## config.mk

```make
export PLATFORM = sky130hd
export DESIGN_NAME = dsp48a1_slice
export DESIGN_NICKNAME = d
export VERILOG_FILES = /design/src/rtl/dsp48a1_slice.sv
export SDC_FILE = /design/constraint.sdc
export NUM_CORES = 2
export LEC_CHECK = 0
export ABC_AREA = 1
export CAP_MARGIN = 20
export CORE_ASPECT_RATIO = 1.25
export CORE_UTILIZATION = 50
export DETAILED_ROUTE_END_ITERATION = 8
export PLACE_DENSITY = 0.76
export SYNTH_ARGS = -nofsm -noshare
export SYNTH_HDL_FRONTEND = slang
export SYNTH_SLANG_ARGS = --single-unit
```

## constraint.sdc

```tcl
create_clock -name CLK -period 7.75 [get_ports CLK]
set_clock_uncertainty 0.15 [all_clocks]
set_input_delay 0.775 -clock CLK [delete_from_list [all_inputs] [get_ports CLK]]
set_output_delay 0.775 -clock CLK [all_outputs]
set_load 0.02 [all_outputs]
```

## src/rtl/dsp48a1_slice.sv

```systemverilog
// dsp48a1_slice: 18x18 multiply-accumulate slice in the style of the Spartan-6 DSP48A1.
// Datapath: B source select -> B0 -> pre-adder (D +/- B0) -> B1; A -> A0 -> A1;
// M = B1 * A1 (unsigned) -> M stage; post-adder Z +/- (X + CIN) -> P / CARRYOUT stages.
// Ports:
//   CLK                      clock, rising edge
//   RST{A,B,C,D,M,P,OPMODE,CARRYIN}  async active-low resets, one per register group
//   CE{A,B,C,D,M,P,OPMODE,CARRYIN}   active-high clock enables, one per register group
//   A, B, BCIN, D  [17:0]    multiplier / pre-adder operands (BCIN = cascaded B)
//   C, PCIN        [47:0]    post-adder operand / cascaded P
//   CARRYIN                  external carry-in
//   OPMODE         [7:0]     operation select
//   M [35:0], P/PCOUT [47:0], BCOUT [17:0], CARRYOUT/CARRYOUTF  results
module dsp48a1_slice #(
  parameter int unsigned A0REG       = 0,
  parameter int unsigned A1REG       = 1,
  parameter int unsigned B0REG       = 0,
  parameter int unsigned B1REG       = 1,
  parameter int unsigned CREG        = 1,
  parameter int unsigned DREG        = 1,
  parameter int unsigned MREG        = 1,
  parameter int unsigned PREG        = 1,
  parameter int unsigned CARRYINREG  = 1,
  parameter int unsigned CARRYOUTREG = 1,
  parameter int unsigned OPMODEREG   = 1,
  parameter string       CARRYINSEL  = "OPMODE5",
  parameter string       B_INPUT     = "DIRECT"
) (
  input  logic        CLK,
  input  logic        RSTA,
  input  logic        RSTB,
  input  logic        RSTC,
  input  logic        RSTD,
  input  logic        RSTM,
  input  logic        RSTP,
  input  logic        RSTOPMODE,
  input  logic        RSTCARRYIN,
  input  logic        CEA,
  input  logic        CEB,
  input  logic        CEC,
  input  logic        CED,
  input  logic        CEM,
  input  logic        CEP,
  input  logic        CEOPMODE,
  input  logic        CECARRYIN,
  input  logic [17:0] A,
  input  logic [17:0] B,
  input  logic [17:0] BCIN,
  input  logic [17:0] D,
  input  logic [47:0] C,
  input  logic [47:0] PCIN,
  input  logic        CARRYIN,
  input  logic [7:0]  OPMODE,
  output logic [35:0] M,
  output logic [47:0] P,
  output logic [47:0] PCOUT,
  output logic [17:0] BCOUT,
  output logic        CARRYOUT,
  output logic        CARRYOUTF
);
  localparam int unsigned OPW = 18;
  localparam int unsigned MW  = 36;
  localparam int unsigned PW  = 48;
  localparam int unsigned SW  = PW + 1;
  localparam int unsigned OMW = 8;

  localparam bit B_DIRECT     = (B_INPUT == "DIRECT");
  localparam bit B_CASCADE    = (B_INPUT == "CASCADE");
  localparam bit CIN_FROM_OP5 = (CARRYINSEL == "OPMODE5");
  localparam bit CIN_FROM_PIN = (CARRYINSEL == "CARRYIN");

  logic [OPW-1:0] a0_q, a1_q, b0_d, b0_q, b1_d, b1_q, d_q;
  logic [PW-1:0]  c_q, p_d, p_q, x_mux, z_mux;
  logic [MW-1:0]  m_d, m_q;
  logic [OMW-1:0] opmode_q;
  logic           cin_d, cin_q, co_d, co_q;
  logic [SW-1:0]  post_sum;

  // OPMODE stage
  if (OPMODEREG != 0) begin : g_op_reg
    always_ff @(posedge CLK or negedge RSTOPMODE)
      if (!RSTOPMODE)    opmode_q <= '0;
      else if (CEOPMODE) opmode_q <= OPMODE;
  end else begin : g_op_wire
    assign opmode_q = OPMODE;
  end

  // A0 / A1 stages
  if (A0REG != 0) begin : g_a0_reg
    always_ff @(posedge CLK or negedge RSTA)
      if (!RSTA)    a0_q <= '0;
      else if (CEA) a0_q <= A;
  end else begin : g_a0_wire
    assign a0_q = A;
  end

  if (A1REG != 0) begin : g_a1_reg
    always_ff @(posedge CLK or negedge RSTA)
      if (!RSTA)    a1_q <= '0;
      else if (CEA) a1_q <= a0_q;
  end else begin : g_a1_wire
    assign a1_q = a0_q;
  end

  // B source select and B0 stage
  assign b0_d = B_DIRECT ? B : (B_CASCADE ? BCIN : '0);

  if (B0REG != 0) begin : g_b0_reg
    always_ff @(posedge CLK or negedge RSTB)
      if (!RSTB)    b0_q <= '0;
      else if (CEB) b0_q <= b0_d;
  end else begin : g_b0_wire
    assign b0_q = b0_d;
  end

  // D stage
  if (DREG != 0) begin : g_d_reg
    always_ff @(posedge CLK or negedge RSTD)
      if (!RSTD)    d_q <= '0;
      else if (CED) d_q <= D;
  end else begin : g_d_wire
    assign d_q = D;
  end

  // Pre-adder: D +/- B0 when enabled, wraps at 18 bits
  always_comb begin
    b1_d = b0_q;
    if (opmode_q[4]) b1_d = opmode_q[6] ? (d_q - b0_q) : (d_q + b0_q);
  end

  if (B1REG != 0) begin : g_b1_reg
    always_ff @(posedge CLK or negedge RSTB)
      if (!RSTB)    b1_q <= '0;
      else if (CEB) b1_q <= b1_d;
  end else begin : g_b1_wire
    assign b1_q = b1_d;
  end

  // C stage
  if (CREG != 0) begin : g_c_reg
    always_ff @(posedge CLK or negedge RSTC)
      if (!RSTC)    c_q <= '0;
      else if (CEC) c_q <= C;
  end else begin : g_c_wire
    assign c_q = C;
  end

  // Unsigned multiplier and M stage
  assign m_d = MW'(b1_q) * MW'(a1_q);

  if (MREG != 0) begin : g_m_reg
    always_ff @(posedge CLK or negedge RSTM)
      if (!RSTM)    m_q <= '0;
      else if (CEM) m_q <= m_d;
  end else begin : g_m_wire
    assign m_q = m_d;
  end

  // Carry-in select and stage
  assign cin_d = CIN_FROM_OP5 ? opmode_q[5] : (CIN_FROM_PIN ? CARRYIN : 1'b0);

  if (CARRYINREG != 0) begin : g_cin_reg
    always_ff @(posedge CLK or negedge RSTCARRYIN)
      if (!RSTCARRYIN)    cin_q <= 1'b0;
      else if (CECARRYIN) cin_q <= cin_d;
  end else begin : g_cin_wire
    assign cin_q = cin_d;
  end

  // X / Z operand muxes
  always_comb begin
    x_mux = '0;
    unique case (opmode_q[1:0])
      2'b00: x_mux = '0;
      2'b01: x_mux = PW'(m_q);
      2'b10: x_mux = p_q;
      2'b11: x_mux = {d_q[11:0], a1_q, b1_q};
    endcase
  end

  always_comb begin
    z_mux = '0;
    unique case (opmode_q[3:2])
      2'b00: z_mux = '0;
      2'b01: z_mux = PCIN;
      2'b10: z_mux = p_q;
      2'b11: z_mux = c_q;
    endcase
  end

  // Post-adder at 49 bits; bit 48 is carry (add) or borrow (subtract)
  always_comb begin
    if (opmode_q[7]) post_sum = {1'b0, z_mux} - ({1'b0, x_mux} + SW'(cin_q));
    else             post_sum = {1'b0, z_mux} + {1'b0, x_mux} + SW'(cin_q);
  end

  assign p_d  = post_sum[PW-1:0];
  assign co_d = post_sum[PW];

  if (PREG != 0) begin : g_p_reg
    always_ff @(posedge CLK or negedge RSTP)
      if (!RSTP)    p_q <= '0;
      else if (CEP) p_q <= p_d;
  end else begin : g_p_wire
    assign p_q = p_d;
  end

  // Carry-out shares the carry-in reset / enable group
  if (CARRYOUTREG != 0) begin : g_co_reg
    always_ff @(posedge CLK or negedge RSTCARRYIN)
      if (!RSTCARRYIN)    co_q <= 1'b0;
      else if (CECARRYIN) co_q <= co_d;
  end else begin : g_co_wire
    assign co_q = co_d;
  end

  assign M         = m_q;
  assign P         = p_q;
  assign PCOUT     = p_q;
  assign BCOUT     = b1_q;
  assign CARRYOUT  = co_q;
  assign CARRYOUTF = co_q;

endmodule

```

==> key figures <==
Outcome
  – Status: finished, final reports clean

Worst setup path
  – Critical-path top delay cell: dfrtp_1
  – Worst R2R Setup Slack: 1.24 ns
  – Crit path top cell by count: fa_1
  – Crit-path max FO: 21
  – Startpoint types: flip-flop
  – R2r startpoint: BCOUT[10]
  – Worst path cell trace: nand2_1 -> fa_1 -> fa_1 -> fa_1 -> inv_1 -> fa_1 -> fa_1 -> inv_1 -> fa_1 -> inv_1 -> ha_1 -> a21oi_1 -> o21ai_0 -> a21oi_1 -> o21ai_1 -> nand3_1 -> nand2_1 -> or2_1 -> nand3_1 -> o21ai_1
  – Worst setup path category: reg -> reg
  – Worst Path Required: 7.97 ns
  – Top delay family on crit path: adder cells
  – Critical path buffer and inverter count: 3
  – RR Endpoint: M[35]
  – Max incr delay on CP: 1.07 ns
  – Critical Path AT: 6.74 ns
  – Critical path capture point type: flip-flop
  – FF-to-FF path depth: 20

Global route
  – Number of global-route vias before repair: 30700
  – Global route overflow: 0
  – Pin count of the biggest net entering global routing: 96
  – GRT Overall Usage: 39.4%
  – First-pass GRT wire length: 181000 µm
  – Initial antenna violation count: 9

Floorplan
  – Die W: 223 µm
  – I/O pins: 346
  – Die Ht: 278 µm
  – Die ar.: 0.0621 mm²
  – Initial Utilization: 51.0%
  – Core Rows: 100
  – Core area: 0.0599 mm²

Clock tree
  – Clock Sinks: 196
  – Total CTS buffers: 17
  – Root buf cell: clkbuf_16
  – CTS tree: done
  – Post-CTS setup buffer count: 0
  – Post-CTS Resized: 0
  – Clock latency at the later pin of the worst-skew pair: 0.52 ns
  – Clock transition at path regs: 0.08 ns
  – CTS Hold Bufs: 0
  – Max clock buf depth: 2
  – Htree depth: 4

Place
  – GPL Wtd Cong: 1.06
  – Cells after DPL: 5559
  – Port Buffers: 326
  – Placed wire-length estimate after detailed placement: 102000 µm

STA
  – Achievable frequency: 0.154 GHz
  – Setup Viol. Count Final: 0
  – Fin. Hold Viols: 0
  – Slew @ Worst Pin: 1.12 ns
  – Unrepaired setup endpoints after global routing: false
  – Fin crit period: 6.51 ns
  – Fin crit share: 84.1%
  – Max-slew violations: 0
  – Slew margin rel.: 25.2%
  – Setup TNS: 0 ns

Layout
  – Non-Filler Instances: 5599
  – Share of post-route cells with drive strength above 1: 2.46%
  – Area growth, synth to finish: 13.3%
  – NumNets Final: 5537
  – Most frequent cells in the layout: nand2_1, inv_1, clkdlybuf4s50_1
  – Commonest non-fill, non-tap cell in the layout: nand2_1

Drt
  – Avg WL per Cell: 21.9 µm
  – First-pass DRT Iterations: 8
  – Vias: 31100
  – Initial DRC count: 2612
  – Drt drc: 0
  – Final WL: 122000 µm
  – Via density: 5.55
  – Routed Antenna Nets: 0

Yosys
  – Synthesized area: 0.0305 mm²
  – Synth Instances: 4642
  – Distinct cells, synth: 48
  – Ys async rst share: 100%
  – Number of synthesized register bits: 196
  – Post-Syn Area per Cell: 6.58 µm²
  – Register area share after synthesis: 16.1%
  – Top_reg_cell synth: dfrtp_1
  – Number of synthesized flops with an enable pin: 0
  – Syn Nets: 5364
  – Yosys Warn Count: 0

Worst hold path
  – Hold crit path type: in -> async

Flow run
  – Maxcap violations: 0
==> layer usage <==
metal	vias to the layer above	wire (µm)	part of all wire, %	track usage (%)
met2	1387	59800	49	67.8
li1	14500	-	-	-
met1	14900	45400	37	46.1
met5	-	11	0.0090	0
met4	2	8720	7.1	25.7
met3	336	8490	6.9	5.00
==> state kept, by name, summed over array words and instances, names as in the netlist <==
| name | cells |
|---|---|
| a1_q | 18 |
| cin_q | 1 |
| c_q | 48 |
| opmode_q | 8 |
| d_q | 18 |
| M | 36 |
| CARRYOUT | 1 |
| P | 48 |
| BCOUT | 18 |
==> Yosys cell counts (28+ instances only) <==
master,number,share of area (%)
fa_1,261,17
nand4_1,42,0.86
buf_4,52,1.3
nor2_1,239,2.9
o21ai_0,280,4.6
buf_1,34,0.42
o22ai_1,30,0.61
inv_1,1071,13
nand2_1,1330,16
xor2_1,39,1.1
o21bai_1,28,0.69
nand3_1,184,3.0
dfrtp_1,196,16
ha_1,267,11
a21o_1,30,0.74
nor3_1,35,0.57
a21oi_1,234,3.8
clkbuf_1,110,1.4
==> worst register-to-register path: stages, from the launching register on <==
cell and delay, ns:
dfrtp_1 1.07, nand2_1 0.20, fa_1 0.58, fa_1 0.48, fa_1 0.54, inv_1 0.05
fa_1 0.53, fa_1 0.51, inv_1 0.05, fa_1 0.49, inv_1 0.05, ha_1 0.32
a21oi_1 0.23, o21ai_0 0.17, a21oi_1 0.20, o21ai_1 0.19, nand3_1 0.12, nand2_1 0.09
or2_1 0.22, nand3_1 0.08, o21ai_1 0.08
==> worst max-delay path by stage <==
stage,to,from,cells past startpoint
detailed placement,M[29],BCOUT[9],20
global placement,M[35],BCOUT[9],20
CTS,M[29],BCOUT[9],20
floorplan,M[22],BCOUT[7],24
global route,M[35],BCOUT[9],20
finish,M[35],BCOUT[10],20
==> metrics by stage <==
stage                     setup WS (ns)  utilization (%)  hold WS [ns]  cell area [µm²]
after floorplan                    1.94                -         0.294            30500
after global placement             1.39             56.7         0.332            34000
after detailed placement           1.37             56.7         0.335            34000
after CTS                          1.32             57.6         0.230            34500
after global routing              0.963             57.7         0.280            34600
final                              1.24             57.7         0.222            34600
==> kinds of logic after synthesis <==
family	count (synthesis)	share of synthesized area, %
AOI/OAI and AO/OA	697	12.8
xor gates and xnor gates	55	1.58
adders and majority gates	528	28.0
buffers and inverters	1278	16.4
DFF	196	16.1
muxes	8	0.295
and+or+nand+nor	1880	24.8
==> layout make-up <==
cell class	instances	area, µm²
clock buffers	19	433
flip-flops and latches	196	4910
repair buffers	354	3470
clock inverters	13	123
well taps	765	957
fillers	5962	25300
multi-input cells	3168	20600
inverters	1078	4050
diodes	6	15.0
Power is not shown: default switching activity piles up to over one toggle a cycle in this logic, so the estimate is an artifact.
